File: config.mk
export PLATFORM = sky130hd
export DESIGN_NAME = rr_slot_arbiter
export DESIGN_NICKNAME = d
export VERILOG_FILES = /design/src/rtl/arb_pkg.sv /design/src/rtl/rr_pick.sv /design/src/rtl/rr_slot_arbiter.sv
export SDC_FILE = /design/constraint.sdc
export NUM_CORES = 1
export LEC_CHECK = 0
export CAP_MARGIN = 30
export CORE_AREA = 10 10 49 51
export CTS_CLUSTER_SIZE = 30
export DETAILED_ROUTE_END_ITERATION = 6
export DIE_AREA = 0 0 59 61
export PLACE_DENSITY = 0.79
export REMOVE_ABC_BUFFERS = 1
export SLEW_MARGIN = 20
export SYNTH_ARGS = -nofsm -noshare
export SYNTH_HDL_FRONTEND = slang
export SYNTH_SLANG_ARGS = --single-unit
File: constraint.sdc
create_clock -name clk -period 2.8 [get_ports clk]
set_input_delay 0.56 -clock clk [delete_from_list [all_inputs] [get_ports clk]]
set_output_delay 0.56 -clock clk [all_outputs]
set_load 0.005 [all_outputs]
File: src/rtl/arb_pkg.sv
// rtl/arb_pkg.sv - shared state encoding and index helper for the slot arbiter
package arb_pkg;

    typedef enum logic [1:0] {
        IDLE,
        GRANT,
        COOL
    } arb_state_t;

    // Explicit wrap so N need not be a power of two.
    function automatic int wrap_inc(input int i, input int n);
        return (i >= n - 1) ? 0 : i + 1;
    endfunction

endpackage

File: src/rtl/rr_pick.sv
// rtl/rr_pick.sv - first set request at or after the pointer, with wrap
module rr_pick #(
    parameter int N  = 3,
    parameter int OW = $clog2(N)
) (
    input  logic [N-1:0]  req,
    input  logic [OW-1:0] ptr,
    output logic          valid,
    output logic [OW-1:0] idx
);

    always_comb begin
        int j;
        valid = |req;
        idx   = '0;
        j     = 0;
        // Scan farthest-first so the nearest set bit from ptr is the last write.
        for (int k = N - 1; k >= 0; k--) begin
            j = int'(ptr) + k;
            if (j >= N) j = j - N;
            if (req[j]) idx = OW'(j);
        end
    end

endmodule

File: src/rtl/rr_slot_arbiter.sv
// rtl/rr_slot_arbiter.sv - round-robin single-owner arbiter with hold budget and cool-down
module rr_slot_arbiter
    import arb_pkg::*;
#(
    parameter int N        = 3,
    parameter int MAX_HOLD = 8
) (
    input  logic                 clk,
    input  logic                 reset,
    input  logic [N-1:0]         req,
    input  logic [N-1:0]         done,
    output logic [N-1:0]         gnt,
    output logic                 busy,
    output logic [$clog2(N)-1:0] owner,
    output logic                 timeout
);

    localparam int OW = $clog2(N);
    localparam int CW = $clog2(MAX_HOLD);
    localparam logic [CW-1:0] CNT_LAST = CW'(MAX_HOLD - 1);
    localparam logic [N-1:0]  ONE      = N'(1);

    arb_state_t    state;
    logic [OW-1:0] ptr;
    logic [CW-1:0] cnt;
    logic          pick_valid;
    logic [OW-1:0] pick_idx;
    logic          owner_done;
    logic          owner_gone;
    logic          budget_hit;

    rr_pick #(
        .N  (N),
        .OW (OW)
    ) u_pick (
        .req   (req),
        .ptr   (ptr),
        .valid (pick_valid),
        .idx   (pick_idx)
    );

    // Priority: done beats withdrawal beats budget, so timeout fires only on a pure budget release.
    always_comb begin
        owner_done = done[owner];
        owner_gone = !req[owner];
        budget_hit = (cnt == CNT_LAST);
    end

    always_ff @(posedge clk) begin
        if (!reset) begin
            state   <= IDLE;
            ptr     <= '0;
            owner   <= '0;
            cnt     <= '0;
            gnt     <= '0;
            busy    <= 1'b0;
            timeout <= 1'b0;
        end else begin
            case (state)
                IDLE: begin
                    timeout <= 1'b0;
                    if (pick_valid) begin
                        state <= GRANT;
                        owner <= pick_idx;
                        cnt   <= '0;
                        gnt   <= ONE << pick_idx;
                        busy  <= 1'b1;
                    end
                end
                GRANT: begin
                    if (owner_done || owner_gone || budget_hit) begin
                        state   <= COOL;
                        gnt     <= '0;
                        ptr     <= OW'(wrap_inc(int'(owner), N));
                        timeout <= !owner_done && !owner_gone;
                    end else begin
                        cnt <= cnt + 1'b1;
                    end
                end
                COOL: begin
                    state   <= IDLE;
                    busy    <= 1'b0;
                    timeout <= 1'b0;
                end
                default: begin
                    state   <= IDLE;
                    gnt     <= '0;
                    busy    <= 1'b0;
                    timeout <= 1'b0;
                end
            endcase
        end
    end

endmodule

# ---- Word-level counts from Yosys, hierarchy flattened
# Cells that the tools add are included.
dict set report op_classes {
  add_sub_neg 7
  multipliers 0
  n_div 0
  order_cmp 8
  eq_ne 6
  shifts 1
  n_mux 31
  n_bitwise 2
  n_reduce_logical 15
}
# op count
set ops {}
lappend ops {{$lt A32 B4 Y1 const B} 3}
lappend ops {{$mux W32} 3}
lappend ops {{$ge A32 B3 Y1 const B} 2}
lappend ops {{$sub A32 B3 Y32 const B} 2}
lappend ops {{$mux W2} 6}
lappend ops {{$mux W3} 4}
lappend ops {{$bmux W1 S2} 5}
lappend ops {{$reduce_and A2 Y1} 5}
lappend ops {{$mux W1} 9}
lappend ops {{$pmux W3 S3} 1}
lappend ops {{$ne A2 B2 Y1 const B} 3}
lappend ops {{$pmux W3 S2} 1}
lappend ops {{$reduce_and A3 Y1} 2}
lappend ops {{$ge A2 B2 Y1 const B} 2}
lappend ops {{$pmux W2 S2} 1}
lappend ops {{$add A2 B1 Y3 const B} 1}
lappend ops {{$add A2 B2 Y3 const B} 1}
lappend ops {{$add A3 B1 Y3 const B} 1}
lappend ops {{$eq A3 B3 Y1 const B} 1}
lappend ops {{$lt A2 B3 Y1 const B} 1}
lappend ops {{$reduce_or A3 Y1} 1}
lappend ops {{$shl A1 B2 Y3 const A} 1}
lappend ops {{$sub A2 B2 Y3 const B} 1}
lappend ops {{$add A2 B1 Y2 const B} 1}
lappend ops {{other kinds (9)} 12}
dict set report totals {
  ff_bits 14
  latchBits 0
  ram_bits 0
  romBits 0
  elab_cells 77
  mem_count 0
}

# ---- Logic depth before layout (Yosys ltp)
dict set report logic_depth {
  ltp_word 12
  depth_mapped 7
}

# ---- Cells and area by module
# A second synthesis with hierarchy kept.
dict set report hier_totals {
  cells_unflattened 99
  area_unflattened_um2 900.9
}
# mod instances cells_per_inst area_each_um2 seq_area_each_um2
set by_module_without_submodules {}
lappend by_module_without_submodules {rr_slot_arbiter 1 79 750.7 280.3}
lappend by_module_without_submodules {rr_pick 1 20 150.1 0.0}

# ---- Least setup slack after synthesis
# No wires, ideal clock.
dict set report synth_timing {
  path_type {input-to-reg}
  start {input done[0]}
  end {register ptr[1]}
  setup_time_ns 0.120
  arrival_ns 1.605
  required_ns 2.680
  setup_slack_ns 1.075
  stages 5
  n_path_buf 0
  cell_sequence {or3b_4 a211oi_2 or3_2 mux2i_1 nor2_1}
}
dict set report synth_via {
  elab_chain_len 5
}
# element line_no
set synth_rtl {}
lappend synth_rtl {{start, declared} rr_slot_arbiter.sv:11} ;# input logic [N-1:0] done,
lappend synth_rtl {{$bmux W1 S2} rr_slot_arbiter.sv:44} ;# owner_done = done[owner];
lappend synth_rtl {{$mux W1 (not written as such)} rr_slot_arbiter.sv:44}
lappend synth_rtl {{$logic_or A1 B1 Y1 (2 in series)} rr_slot_arbiter.sv:71} ;# if (owner_done || owner_gone || budget_hit) begin
lappend synth_rtl {{$reduce_and A2 Y1 (no line)} n/a}
lappend synth_rtl {{end signal, assigned} rr_slot_arbiter.sv:74} ;# ptr <= OW'(wrap_inc(int'(owner), N));
lappend synth_rtl {{end, declared} rr_slot_arbiter.sv:24} ;# logic [OW-1:0] ptr;
# Every way passes these cells. The select of a mux whose other input is x is not followed.
# A chain may end at the register's enable or synchronous reset.

# ---- Final worst setup path
dict set report layout_timing {
  start {input req[2]}
  end {register ptr[1]}
}
dict set report layout_via {
  elab_chain_len 6
}
# element line_no
set layout_rtl {}
lappend layout_rtl {{start, declared} rr_slot_arbiter.sv:10} ;# input logic [N-1:0] req,
lappend layout_rtl {{$bmux W1 S2} rr_slot_arbiter.sv:45} ;# owner_gone = !req[owner];
lappend layout_rtl {{$mux W1 (not written as such)} rr_slot_arbiter.sv:45}
lappend layout_rtl {{$logic_not A1 Y1} rr_slot_arbiter.sv:45}
lappend layout_rtl {{$logic_or A1 B1 Y1 (2 in series)} rr_slot_arbiter.sv:71}
lappend layout_rtl {{$reduce_and A2 Y1 (no line)} n/a}
# Every way passes these cells. The select of a mux whose other input is x is not followed.

==> results.toml <==
[outcome]
status = "completed"

[cells_and_area]
regArea_sq_um = 280
synthToLayoutAreaGrowth_pct = 25.2
final_cells = 117
finish.net_count = 115
multi_input_combinational_cell_area_sq_um = 444
antennaDiodeCount = 0
mostFrequentLayoutCells = "sky130_fd_sc_hd__dfxtp_1 (14), sky130_fd_sc_hd__clkdlybuf4s50_1 (14), sky130_fd_sc_hd__a21oi_1 (6), sky130_fd_sc_hd__nor2_1 (6), sky130_fd_sc_hd__nand2_1 (6)"
fillCellCount = 133
post_route_cells_drive_above_1_share_pct = 13.9

[critical_path]
worst-path-buf-inv = 1
setup.worst_path.start_class = "input port"
cp-end-kind = "register"
cp_slowest_cell = "sky130_fd_sc_hd__clkdlybuf4s50_1"
critPathTopFamily = "simple AND/OR/NAND/NOR gates"
crit_chain = "clkdlybuf4s50_1 > or3b_2 > nor3b_2 > or3_2 > mux2i_1 > nor2_1"
slowest_delay_ns = 0.52
arrival_ns = 2.21
type_of_the_setup_path_with_the_least_slack = "input port to register"
path_max_fanout = 4
worst_ep_required_time_ns = 2.97

[sta]
final.setup_skew_ns = 0.00215
setup_viol = 0
timing_worst_slew_pin_value_ns = 0.419
finalHoldViolations = 0
timing.fmax_ghz = 0.490
fin_tns_setup_ns = 0
hold-worst-slack_ns = 0.476
final-max-slew-violation-count = 0
rsz0062_at_grt = "false"
period_share_pct = 72.9
max_transition_margin_pct = 71.9
fin_crit_ns = 2.04
setup_slack_ns = 0.760

[clock_network]
postCtsSetupBuffers = 0
clock_tree.htree_level_count = 1
cts.sinks = 14
clk_lat_worst_skew_ns = 0.27
cts-hold-fix-buffers = 0
clk_pin_slew_worst_paths_ns = 0.08
cts_repair_resize_count = 0
cts-buffers-inserted = 3
cts_buffer_depth = 2
clock_tree.root_cell = "sky130_fd_sc_hd__clkbuf_4"
tritoncts_clock_tree = "done"

[drt]
vias = 666
wl_per_cell_um = 14.5
routed_wirelength_um = 1690
ant_nets = 0
drcViolationCount = 0
drt_pass1_iterations = 4
number_of_vias_per_cell_after_detailed_routing = 5.69
drtIter0Drc = 12

[synthesis]
syn_inst = 85
synth_top_area_share_pct = 37.3
synthesis.area_sq_um = 751
yosys_most_used_dff = "sky130_fd_sc_hd__dfxtp_1"
synth_enable_flop_cells = 0
synth_top_area_cell = "sky130_fd_sc_hd__dfxtp_1"
synth.avg_cell_area_sq_um = 8.83
ys_ff_latch = 14
synth.lib_cells_used.distinct = 34
synth_area_leaders = "sky130_fd_sc_hd__dfxtp_1 (37%), sky130_fd_sc_hd__ha_1 (8.3%), sky130_fd_sc_hd__a21oi_1 (4.0%)"
synth_sequential_area_ratio_pct = 37.3
synth_warnings = 0
synth-async-reset-ratio_pct = 0

[placement]
numPlacedInstances = 113
placement.io_buffers = 14
hpwlAfterDp_um = 1340
place.gp.congestion = 0.731
place_ws_ns = 0.484

[die]
io-pin-count = 15
die_area_sq_um = 3600
core_sq_um = 1470
start_util_pct = 51.0
die_y_um = 61
width_of_the_die_um = 59
rows = 14

[power_and_ir_drop]
total_leakage_power_nw = 0.370
design_power_total_uw = 467
cellPowerDensity_nw_per_um2 = 497
max-vdd-ir-drop_mv = 0.302

[global_route]
vias_in_the_first_global_route = 630
gr-usage-all-layers_pct = 10.1
initial_antenna_violation_count = 0
grt_overflow = 0
wire_length_of_the_first_global_routing_pass_um = 2830
grt_start_max_net_pins = 12

[min_path]
worst_hold_path_type = "register to register"

[run]
timing.max_cap.violations = 0
[report_power, final]
part           internal, mW  switching [mW]
registers             0.212          0.0122
clock network        0.0791          0.0628
logic                0.0520          0.0490
total                 0.343           0.124
[logic make-up after synthesis]
family	Yosys count	synth area share, %
fa+ha+maj	5	8.33
flops	14	37.3
simple gates	35	27.0
compound gates	23	22.5
buf+inv	7	3.50
mux	1	1.33
[worst paths after layout]
path	from	endpoint	slack (ns)	cells after the start
hold / removal	busy	busy	0.48	2
hold reg to reg	busy	busy	0.48	2
setup reg to reg	ptr[0]	owner[1]	0.92	7
setup / recovery	req[2]	ptr[1]	0.76	6
[worst reg2reg max path, cell delays in order, from the launching register on]
cell	delay (ns)
sky130_fd_sc_hd__dfxtp_1	0.36
sky130_fd_sc_hd__inv_1	0.08
sky130_fd_sc_hd__ha_1	0.33
sky130_fd_sc_hd__a21boi_0	0.31
sky130_fd_sc_hd__o221ai_1	0.18
sky130_fd_sc_hd__o211a_1	0.18
sky130_fd_sc_hd__nor3_1	0.26
sky130_fd_sc_hd__a31o_2	0.14
[cells in the mapped netlist (2+ instances only)]
cell type	n
sky130_fd_sc_hd__a21oi_1	6
sky130_fd_sc_hd__a31o_2	2
sky130_fd_sc_hd__clkbuf_1	2
sky130_fd_sc_hd__dfxtp_1	14
sky130_fd_sc_hd__ha_1	5
sky130_fd_sc_hd__inv_1	5
sky130_fd_sc_hd__nand2_1	6
sky130_fd_sc_hd__nand2b_1	2
sky130_fd_sc_hd__nand3_1	2
sky130_fd_sc_hd__nand4_1	3
sky130_fd_sc_hd__nor2_1	6
sky130_fd_sc_hd__nor2b_1	4
sky130_fd_sc_hd__nor3_1	3
sky130_fd_sc_hd__o21ai_0	4
sky130_fd_sc_hd__o21ai_2	2
[metal layers]
layer  part of all wire [%]  vias to the layer above  global-route usage, %
li1                       -                      345                      -
met1                     45                      304                   11.3
met2                     50                       17                   16.8
met3                    4.7                        0                   4.18
met4                      0                        0                   3.93
met5                      0                        -                      0
[area by class of cell]
type	count	area share (%)
multi-input cells	64	47.3
inverters	5	2.00
repair buffers	14	14.9
clock buffers	4	3.86
flip-flops and latches	14	29.8
well taps	16	2.13
[through the flow]
stage          cell area (sq um)  util (%)
2_1_floorplan                743         -
3_3_place_gp                 903      61.4
3_5_place_dp                 903      61.4
4_1_cts                      940      63.9
5_1_grt                      940      63.9
6_report                     940      63.9
[state kept, by name, indices dropped and copies added (netlist names)]
signal,count
owner,2
timeout,1
state,2
busy,1
gnt,3
ptr,2
cnt,3
(Power assumes the default switching activity.)
